File: src/rtl/nibble_serial_alu_seq.sv
// Nibble-serial ALU sequencer: feeds one 4-bit slice at a time to an external
// add/sub stage, waits for it to settle, captures the slice and chains the carry.
module nibble_serial_alu_seq #(
  parameter int SETTLE_CYC = 2,
  parameter int NIBBLES    = 4
) (
  input  logic                 clk,
  input  logic                 rst_n,
  input  logic                 in_valid,
  output logic                 in_ready,
  input  logic [4*NIBBLES-1:0] op_a,
  input  logic [4*NIBBLES-1:0] op_b,
  input  logic [1:0]           op_sel,
  input  logic                 op_cin,
  output logic [3:0]           add_a,
  output logic [3:0]           add_b,
  output logic [1:0]           add_s,
  output logic                 add_cin,
  input  logic [3:0]           add_d,
  input  logic                 add_cout,
  output logic                 res_valid,
  input  logic                 res_ready,
  output logic [4*NIBBLES-1:0] res_sum,
  output logic                 res_cout
);

  localparam int W  = 4 * NIBBLES;
  localparam int KW = (NIBBLES > 1) ? $clog2(NIBBLES) : 1;
  localparam int CW = (SETTLE_CYC > 1) ? $clog2(SETTLE_CYC) : 1;
  localparam logic [CW-1:0] CNT_LOAD = CW'(SETTLE_CYC - 1);
  localparam logic [KW-1:0] K_LAST   = KW'(NIBBLES - 1);

  typedef enum logic [1:0] {IDLE, SETTLE, CAPTURE, DONE} state_t;

  state_t          state_q, state_d;
  logic [KW-1:0]   k_q, k_d;
  logic [CW-1:0]   cnt_q, cnt_d;
  logic [W-1:0]    a_sh_q, a_sh_d, b_sh_q, b_sh_d;
  logic            in_ready_q, in_ready_d;
  logic            res_valid_q, res_valid_d;
  logic [W-1:0]    res_sum_q, res_sum_d;
  logic            res_cout_q, res_cout_d;
  logic [3:0]      add_a_q, add_a_d, add_b_q, add_b_d;
  logic [1:0]      add_s_q, add_s_d;
  logic            add_cin_q, add_cin_d;

  // Operands are held in shift registers so the next slice is always bits [3:0];
  // add_cin_q doubles as the stored inter-nibble carry.
  always_comb begin
    state_d     = state_q;
    k_d         = k_q;
    cnt_d       = cnt_q;
    a_sh_d      = a_sh_q;
    b_sh_d      = b_sh_q;
    res_valid_d = res_valid_q;
    res_sum_d   = res_sum_q;
    res_cout_d  = res_cout_q;
    add_a_d     = add_a_q;
    add_b_d     = add_b_q;
    add_s_d     = add_s_q;
    add_cin_d   = add_cin_q;
    case (state_q)
      IDLE: begin
        if (in_valid) begin
          state_d   = SETTLE;
          k_d       = '0;
          cnt_d     = CNT_LOAD;
          add_a_d   = op_a[3:0];
          add_b_d   = op_b[3:0];
          add_s_d   = op_sel;
          add_cin_d = op_cin;
          a_sh_d    = op_a >> 4;
          b_sh_d    = op_b >> 4;
        end
      end
      SETTLE: begin
        if (cnt_q == '0) state_d = CAPTURE;
        else             cnt_d   = cnt_q - CW'(1);
      end
      CAPTURE: begin
        res_sum_d[4*int'(k_q) +: 4] = add_d;
        if (k_q == K_LAST) begin
          state_d     = DONE;
          res_cout_d  = add_cout;
          res_valid_d = 1'b1;
          add_a_d     = '0;
          add_b_d     = '0;
          add_cin_d   = 1'b0;
        end else begin
          state_d   = SETTLE;
          k_d       = k_q + KW'(1);
          cnt_d     = CNT_LOAD;
          add_a_d   = a_sh_q[3:0];
          add_b_d   = b_sh_q[3:0];
          add_cin_d = add_cout;
          a_sh_d    = a_sh_q >> 4;
          b_sh_d    = b_sh_q >> 4;
        end
      end
      DONE: begin
        if (res_ready) begin
          state_d     = IDLE;
          res_valid_d = 1'b0;
        end
      end
      default: state_d = IDLE;
    endcase
    in_ready_d = (state_d == IDLE);
  end

  always_ff @(posedge clk or negedge rst_n) begin
    if (!rst_n) begin
      state_q     <= IDLE;
      k_q         <= '0;
      cnt_q       <= '0;
      a_sh_q      <= '0;
      b_sh_q      <= '0;
      in_ready_q  <= 1'b1;
      res_valid_q <= 1'b0;
      res_sum_q   <= '0;
      res_cout_q  <= 1'b0;
      add_a_q     <= '0;
      add_b_q     <= '0;
      add_s_q     <= '0;
      add_cin_q   <= 1'b0;
    end else begin
      state_q     <= state_d;
      k_q         <= k_d;
      cnt_q       <= cnt_d;
      a_sh_q      <= a_sh_d;
      b_sh_q      <= b_sh_d;
      in_ready_q  <= in_ready_d;
      res_valid_q <= res_valid_d;
      res_sum_q   <= res_sum_d;
      res_cout_q  <= res_cout_d;
      add_a_q     <= add_a_d;
      add_b_q     <= add_b_d;
      add_s_q     <= add_s_d;
      add_cin_q   <= add_cin_d;
    end
  end

  assign in_ready  = in_ready_q;
  assign res_valid = res_valid_q;
  assign res_sum   = res_sum_q;
  assign res_cout  = res_cout_q;
  assign add_a     = add_a_q;
  assign add_b     = add_b_q;
  assign add_s     = add_s_q;
  assign add_cin   = add_cin_q;

endmodule

File: config.mk
export PLATFORM = sky130hd
export DESIGN_NAME = nibble_serial_alu_seq
export DESIGN_NICKNAME = d
export VERILOG_FILES = /design/src/rtl/nibble_serial_alu_seq.sv
export SDC_FILE = /design/constraint.sdc
export NUM_CORES = 1
export LEC_CHECK = 0
export BUFFER_PORTS_ARGS = -buffer_cell sky130_fd_sc_hd__buf_2
export CAP_MARGIN = 25
export CELL_PAD_IN_SITES_DETAIL_PLACEMENT = 1
export CELL_PAD_IN_SITES_GLOBAL_PLACEMENT = 2
export CORE_MARGIN = 3
export CORE_UTILIZATION = 30
export DETAILED_ROUTE_END_ITERATION = 10
export PLACE_DENSITY = 0.69
export SYNTH_ARGS = -nofsm -noshare
export SYNTH_HDL_FRONTEND = slang
export SYNTH_SLANG_ARGS = --single-unit
File: constraint.sdc
create_clock -name clk -period 4.1 [get_ports clk]
set_input_delay 0.41 -clock clk [delete_from_list [all_inputs] [get_ports clk]]
set_output_delay 0.41 -clock clk [all_outputs]
set_load 0.03 [all_outputs]
# ---- Yosys cells after proc, flatten, opt, wreduce, memory -nomap -nowiden
# Cells that the tools add are included.
dict set report totals {
  register_bits 67
  output_inout_bits 30
  wordCells 68
}
dict set report op_classes {
  addsub 3
  n_eq_ne 8
  shifts 2
  mux 31
  n_reduce_logical 11
}
# operator count
set ops {}
lappend ops {{$mux W16} 4}
lappend ops {{$pmux W16 S2} 2}
lappend ops {{$neg A4 Y33} 1}
lappend ops {{$shift A4 B33 Y16 const A} 1}
lappend ops {{$shiftx A4 B33 Y16} 1}
lappend ops {{$bwmux W16} 1}
lappend ops {{$mux W4} 4}
lappend ops {{$pmux W4 S2} 2}
lappend ops {{$mux W2} 6}
lappend ops {{$reduce_and A3 Y1} 3}
lappend ops {{$ne A2 B2 Y1 const B} 4}
lappend ops {{$pmux W2 S4} 1}
lappend ops {{$mux W1} 7}
lappend ops {{$eq A2 B2 Y1 const B} 3}
lappend ops {{$reduce_and A2 Y1} 3}
lappend ops {{$logic_not A2 Y1} 2}
lappend ops {{$pmux W1 S2} 2}
lappend ops {{$pmux W2 S2} 1}
lappend ops {{$reduce_bool A2 Y1} 2}
lappend ops {{$pmux W1 S3} 1}
lappend ops {{$reduce_bool A3 Y1} 1}
lappend ops {{$add A2 B1 Y2 const B} 1}
lappend ops {{$eq A2 B1 Y1 const B} 1}
lappend ops {{$sub A1 B1 Y1 const B} 1}

# ---- Longest topological paths before layout
dict set report depth {
  ltp_word 4
  depth_mapped 6
  mapped_depth_nobuf 5
}

# ---- Least setup slack after synthesis
# Ideal clock, no wire load.
dict set report synth_timing {
  kind {register to register}
  start {reg k_q[0]}
  end {reg a_sh_q[5]}
  setup_time_ns 0.128
  t_arrival_ns 1.665
  t_required_ns 3.972
  slack_ns 2.307
  path_stages_with_launch 7
  path_buffers 2
  synth_period_minus_slack_ns 1.793
  cell_sequence {dfrtp_1 ha_1 a21oi_1 nor2b_1 buf_2 buf_6 mux2_1}
}
dict set report synth_via {
  elab_chain_cells 3
}
# element line_no
set synth_rtl {}
lappend synth_rtl {{start, declared} 36} ;# logic [KW-1:0] k_q, k_d;
lappend synth_rtl {{start signal, assigned} 128} ;# k_q <= k_d;
lappend synth_rtl {{$eq A2 B2 Y1} 82} ;# if (k_q == K_LAST) begin
lappend synth_rtl {{$ne A2 B2 Y1 (no line)} --}
lappend synth_rtl {{$reduce_and A3 Y1 (no line)} --}
lappend synth_rtl {{end signal, assigned} 130} ;# a_sh_q <= a_sh_d;
lappend synth_rtl {{end, declared} 38} ;# logic [W-1:0] a_sh_q, a_sh_d, b_sh_q, b_sh_d;
# Every way passes these cells.
# A chain may end at the register's enable or synchronous reset.

# ---- Final worst setup path
dict set report layout_timing {
  start {reg state_q[1]}
  end {reg a_sh_q[5]}
}
dict set report layout_via {
  elab_chain_cells 3
  elab_cells_between_ends 7
}
# element line_no
set layout_rtl {}
lappend layout_rtl {{start, declared} 35} ;# state_t state_q, state_d;
lappend layout_rtl {{start signal, assigned} 127} ;# state_q <= state_d;
lappend layout_rtl {{$eq A2 B2 Y1 or $logic_not A2 Y1 (tied branches)} 62} ;# case (state_q)
lappend layout_rtl {{$ne A2 B2 Y1 (no line) or $reduce_bool A2 Y1 (tied branches)} --}
lappend layout_rtl {{$reduce_and A3 Y1 (no line)} --}
# Parallel ways exist; a longest one is shown, timed or not.

==> impl_metrics.prom <==
# TYPE chip_impl_metric gauge
chip_impl_info{name="cp_top_family",value="flip-flops"} 1
chip_impl_metric{name="remaining_drc_errors",unit=""} 0
chip_impl_metric{name="worst_ep_arrival_time",unit="ns"} 2.52
chip_impl_metric{name="num-fill-cells",unit=""} 965
chip_impl_metric{name="design.core.area",unit="um2"} 8806
chip_impl_metric{name="die_h",unit="um"} 101.7
chip_impl_metric{name="detailed_placement_wirelength_estimate",unit="um"} 4641
chip_impl_metric{name="wire_length_per_cell_after_detailed_routing",unit="um"} 16.39
chip_impl_metric{name="max-slew-margin-rel",unit="%"} 46.82
chip_impl_metric{name="cts_htree_levels",unit=""} 3
chip_impl_metric{name="ant_nets",unit=""} 0
chip_impl_metric{name="postSynthNetCount",unit=""} 258
chip_impl_metric{name="die_width",unit="um"} 101.7
chip_impl_metric{name="seq_area_frac_synth",unit="%"} 53.80
chip_impl_metric{name="grt.total_usage",unit="%"} 13.11
chip_impl_info{name="yosys-top-cells-area",value="dfrtp_1, mux2_2, mux2_4, a22o_1, nor2b_1"} 1
chip_impl_metric{name="finalWorstPathRequiredPeriod",unit="ns"} 2.308
chip_impl_metric{name="synth.lib_cells_used.distinct",unit=""} 32
chip_impl_metric{name="numPlacedInstances",unit=""} 381
chip_impl_metric{name="mapped_avg_cell_area",unit="um2"} 13.14
chip_impl_info{name="yosys_most_used_dff",value="dfrtp_1"} 1
chip_impl_metric{name="synth_top_area_share",unit="%"} 52.85
chip_impl_metric{name="antenna_found_initial",unit=""} 0
chip_impl_metric{name="routed_via_density",unit=""} 4.830
chip_impl_metric{name="number_of_diodes",unit=""} 0
chip_impl_metric{name="crit_buf_inv",unit=""} 0
chip_impl_metric{name="synth_area",unit="um2"} 2746
chip_impl_info{name="critical-path-slowest-cell",value="dfrtp_1"} 1
chip_impl_info{name="synth_area_leader_cell",value="dfrtp_1"} 1
chip_impl_info{name="worst_r2r_startpoint",value="state_q[1]$_DFF_PN0_"} 1
chip_impl_info{name="worstHoldPathType",value="input pin to flop"} 1
chip_impl_metric{name="finalInstanceArea",unit="um2"} 3468
chip_impl_metric{name="power_leakage",unit="nW"} 1.655
chip_impl_metric{name="max_fclk",unit="MHz"} 433.2
chip_impl_metric{name="postPlaceCellArea",unit="um2"} 3183
chip_impl_metric{name="number_of_global_route_vias_before_repair",unit=""} 2040
chip_impl_metric{name="final-max-slew-violation-count",unit=""} 0
chip_impl_info{name="endpoint_kind_of_the_worst_setup_timing_path",value="flop"} 1
chip_impl_metric{name="peakVddDrop",unit="uV"} 305.7
chip_impl_metric{name="finish.cell_count_without_fillers",unit=""} 399
chip_impl_metric{name="drtIter0Drc",unit=""} 46
chip_impl_metric{name="synth_cells",unit=""} 209
chip_impl_metric{name="cp_data_required_time",unit="ns"} 4.31
chip_impl_info{name="min-delay-start",value="op_a[15]"} 1
chip_impl_metric{name="cts_inserted_buffers",unit=""} 9
chip_impl_info{name="grt_setup_unrepaired",value="no"} 1
chip_impl_metric{name="floorplan.initialDensity",unit="%"} 31.19
chip_impl_metric{name="drv_cap",unit=""} 0
chip_impl_info{name="worst_setup_path_start_kind",value="flop"} 1
chip_impl_metric{name="power",unit="mW"} 2.849
chip_impl_info{name="cts_tree",value="built"} 1
chip_impl_metric{name="worstPathMaxFanout",unit=""} 26
chip_impl_metric{name="period_share",unit="%"} 56.30
chip_impl_metric{name="finalWeightedCongestion",unit=""} 0.7242
chip_impl_metric{name="synth_enable_flop_cells",unit=""} 0
chip_impl_metric{name="ctsLongestPathBuffers",unit=""} 2
chip_impl_metric{name="cts.reportedPaths.clkPinSlew",unit="ns"} 0.07
chip_impl_info{name="setup.worst_path.class",value="flop to flop"} 1
chip_impl_metric{name="buffer_ports.inserted",unit=""} 73
chip_impl_metric{name="min_path_cells",unit=""} 2
chip_impl_metric{name="top_level_ports",unit=""} 74
chip_impl_metric{name="postCtsSetupRepairBufs",unit=""} 0
chip_impl_metric{name="insertion_delay",unit="ns"} 0.33
chip_impl_metric{name="cpPeakStageDelay",unit="ns"} 0.85
chip_impl_metric{name="tritoncts_num_sinks",unit=""} 59
chip_impl_info{name="outcome",value="completed"} 1
chip_impl_metric{name="critical_path_depth",unit=""} 3
chip_impl_metric{name="r2r_cells",unit=""} 3
chip_impl_metric{name="first_pass_grt_wire_length",unit="um"} 10370
chip_impl_metric{name="floorplan.die_area",unit="um2"} 10340
chip_impl_metric{name="synth_warnings",unit=""} 0
chip_impl_metric{name="setup_viol",unit=""} 0
chip_impl_info{name="worst_setup_path_startpoint",value="state_q[1]$_DFF_PN0_"} 1
chip_impl_metric{name="via_count",unit=""} 1927
chip_impl_metric{name="num-nets-final",unit=""} 335
chip_impl_info{name="synth.cells.most_frequent",value="dfrtp_1, a22o_1, mux2_2"} 1
chip_impl_metric{name="worstMarginPinSlew",unit="ns"} 0.7978
chip_impl_metric{name="grt-ovfl-total",unit=""} 0
chip_impl_metric{name="synthToLayoutAreaGrowth",unit="%"} 26.29
chip_impl_metric{name="layout.core_utilization",unit="%"} 39.39
chip_impl_metric{name="hold_viol",unit=""} 0
chip_impl_info{name="yosysMostFrequentCell",value="dfrtp_1"} 1
chip_impl_metric{name="finalClockSkew",unit="ns"} 0.01089
chip_impl_metric{name="power_density",unit="nW/um2"} 821.4
chip_impl_metric{name="yosys_reg_bits",unit=""} 59
chip_impl_info{name="worstPathCellList",value="nor2b_4 > mux2_2 > mux2_1"} 1
chip_impl_metric{name="core.rowCount",unit=""} 34
chip_impl_metric{name="share_of_post_route_cells_with_drive_strength_above_1",unit="%"} 46.05
chip_impl_metric{name="postSynth.asyncResetShare",unit="%"} 100.0
chip_impl_metric{name="drt_pre_antenna_iters",unit=""} 4
chip_impl_metric{name="timing.setup.tns",unit="ns"} 0
chip_impl_metric{name="grt_max_degree",unit=""} 52
chip_impl_metric{name="post_cts_sizing_count",unit=""} 0
chip_impl_metric{name="totalWireLength",unit="um"} 6538
chip_impl_info{name="clock_tree.root_cell",value="clkbuf_8"} 1
## registers in the layout, indices dropped and copies added (netlist names)
signal and count:
b_sh_q 12, add_cin 1, add_s 2, in_ready 1, a_sh_q 12, res_sum 16, res_cout 1, state_q 2
res_valid 1, add_b 4, k_q 2, add_a 4, cnt_q 1
## layout by cell type, fill, tap and decap left out, types with 2 or more instances in the layout
master / instances
inv_1: 3
bufinv_16: 3
nand2_1: 9
mux2_2: 20
a21oi_1: 13
ha_1: 5
buf_2: 73
a22oi_1: 9
mux2_4: 14
buf_4: 2
nor2b_1: 10
a22o_1: 24
dfrtp_1: 58
nor3b_2: 2
o21ai_0: 12
nor3_1: 2
clkbuf_8: 12
mux2i_1: 2
## metal layers
metal	part of all wire (%)	track usage [%]	up-vias
li1	-	-	926
met1	48	17.63	946
met2	46	20.02	50
met3	4.7	3.444	5
met4	0.83	5.521	0
met5	0	0	-
## worst paths after layout
| check | to | slack [ns] |
|---|---|---|
| setup / recovery | a_sh_q[5]$_DFFE_PN0P_ | 1.79 |
| hold reg to reg | a_sh_q[5]$_DFFE_PN0P_ | 0.50 |
| setup reg to reg | a_sh_q[5]$_DFFE_PN0P_ | 1.79 |
| hold / removal | a_sh_q[11]$_DFFE_PN0P_ | 0.29 |
| max in group asynchronous | res_sum[7]$_DFFE_PN0P_ | 2.74 |
| min in group asynchronous | b_sh_q[10]$_DFFE_PN0P_ | 0.45 |
## worst register-to-register path, stage by stage (launching register included)
cell,delay [ns]
dfrtp_1,0.85
nor2b_4,0.66
mux2_2,0.40
mux2_1,0.29
## timing repair
| action | in CTS | in global routing |
|---|---|---|
| setup endpoints to repair | 0 | 0 |
| hold buffers | 1 | 0 |
| hold endpoints to repair | 8 | 0 |
## area by class of cell
class	count	area (um2)	share of cell area, %
Inverter	3	11.26	0.3247
Multi-Input combinational cell	136	1179	33.98
Timing Repair Buffer	77	405.4	11.69
Sequential cell	59	1478	42.60
Tap cell	108	135.1	3.896
Clock inverter	4	95.09	2.742
Clock buffer	12	165.2	4.762
## power by group
part | total [mW] | switching, mW | internal [mW]
clock network | 0.684 | 0.231 | 0.453
logic | 1.09 | 0.572 | 0.523
registers | 1.07 | 0.227 | 0.843
total | 2.85 | 1.03 | 1.82
## metrics by stage
step,hold WS (ns),worst slack [ns]
after floorplan,0.1144,2.307
after global placement,0.2699,1.706
after detailed placement,0.2726,1.679
after CTS,0.2751,1.681
after global routing,0.2817,1.631
final,0.2883,1.792
## cells by family (layout without fill, tap and decap cells)
| kind of cell | Yosys count | in the layout | synth area share [%] |
|---|---|---|---|
| compound gates | 61 | 61 | 15.49 |
| mux | 37 | 37 | 16.99 |
| flops | 59 | 59 | 53.80 |
| buf+inv | 14 | 96 | 3.371 |
| simple gates | 33 | 33 | 8.064 |
| fa+ha+maj | 5 | 5 | 2.278 |
No activity file was read; power rests on OpenSTA's default activity.
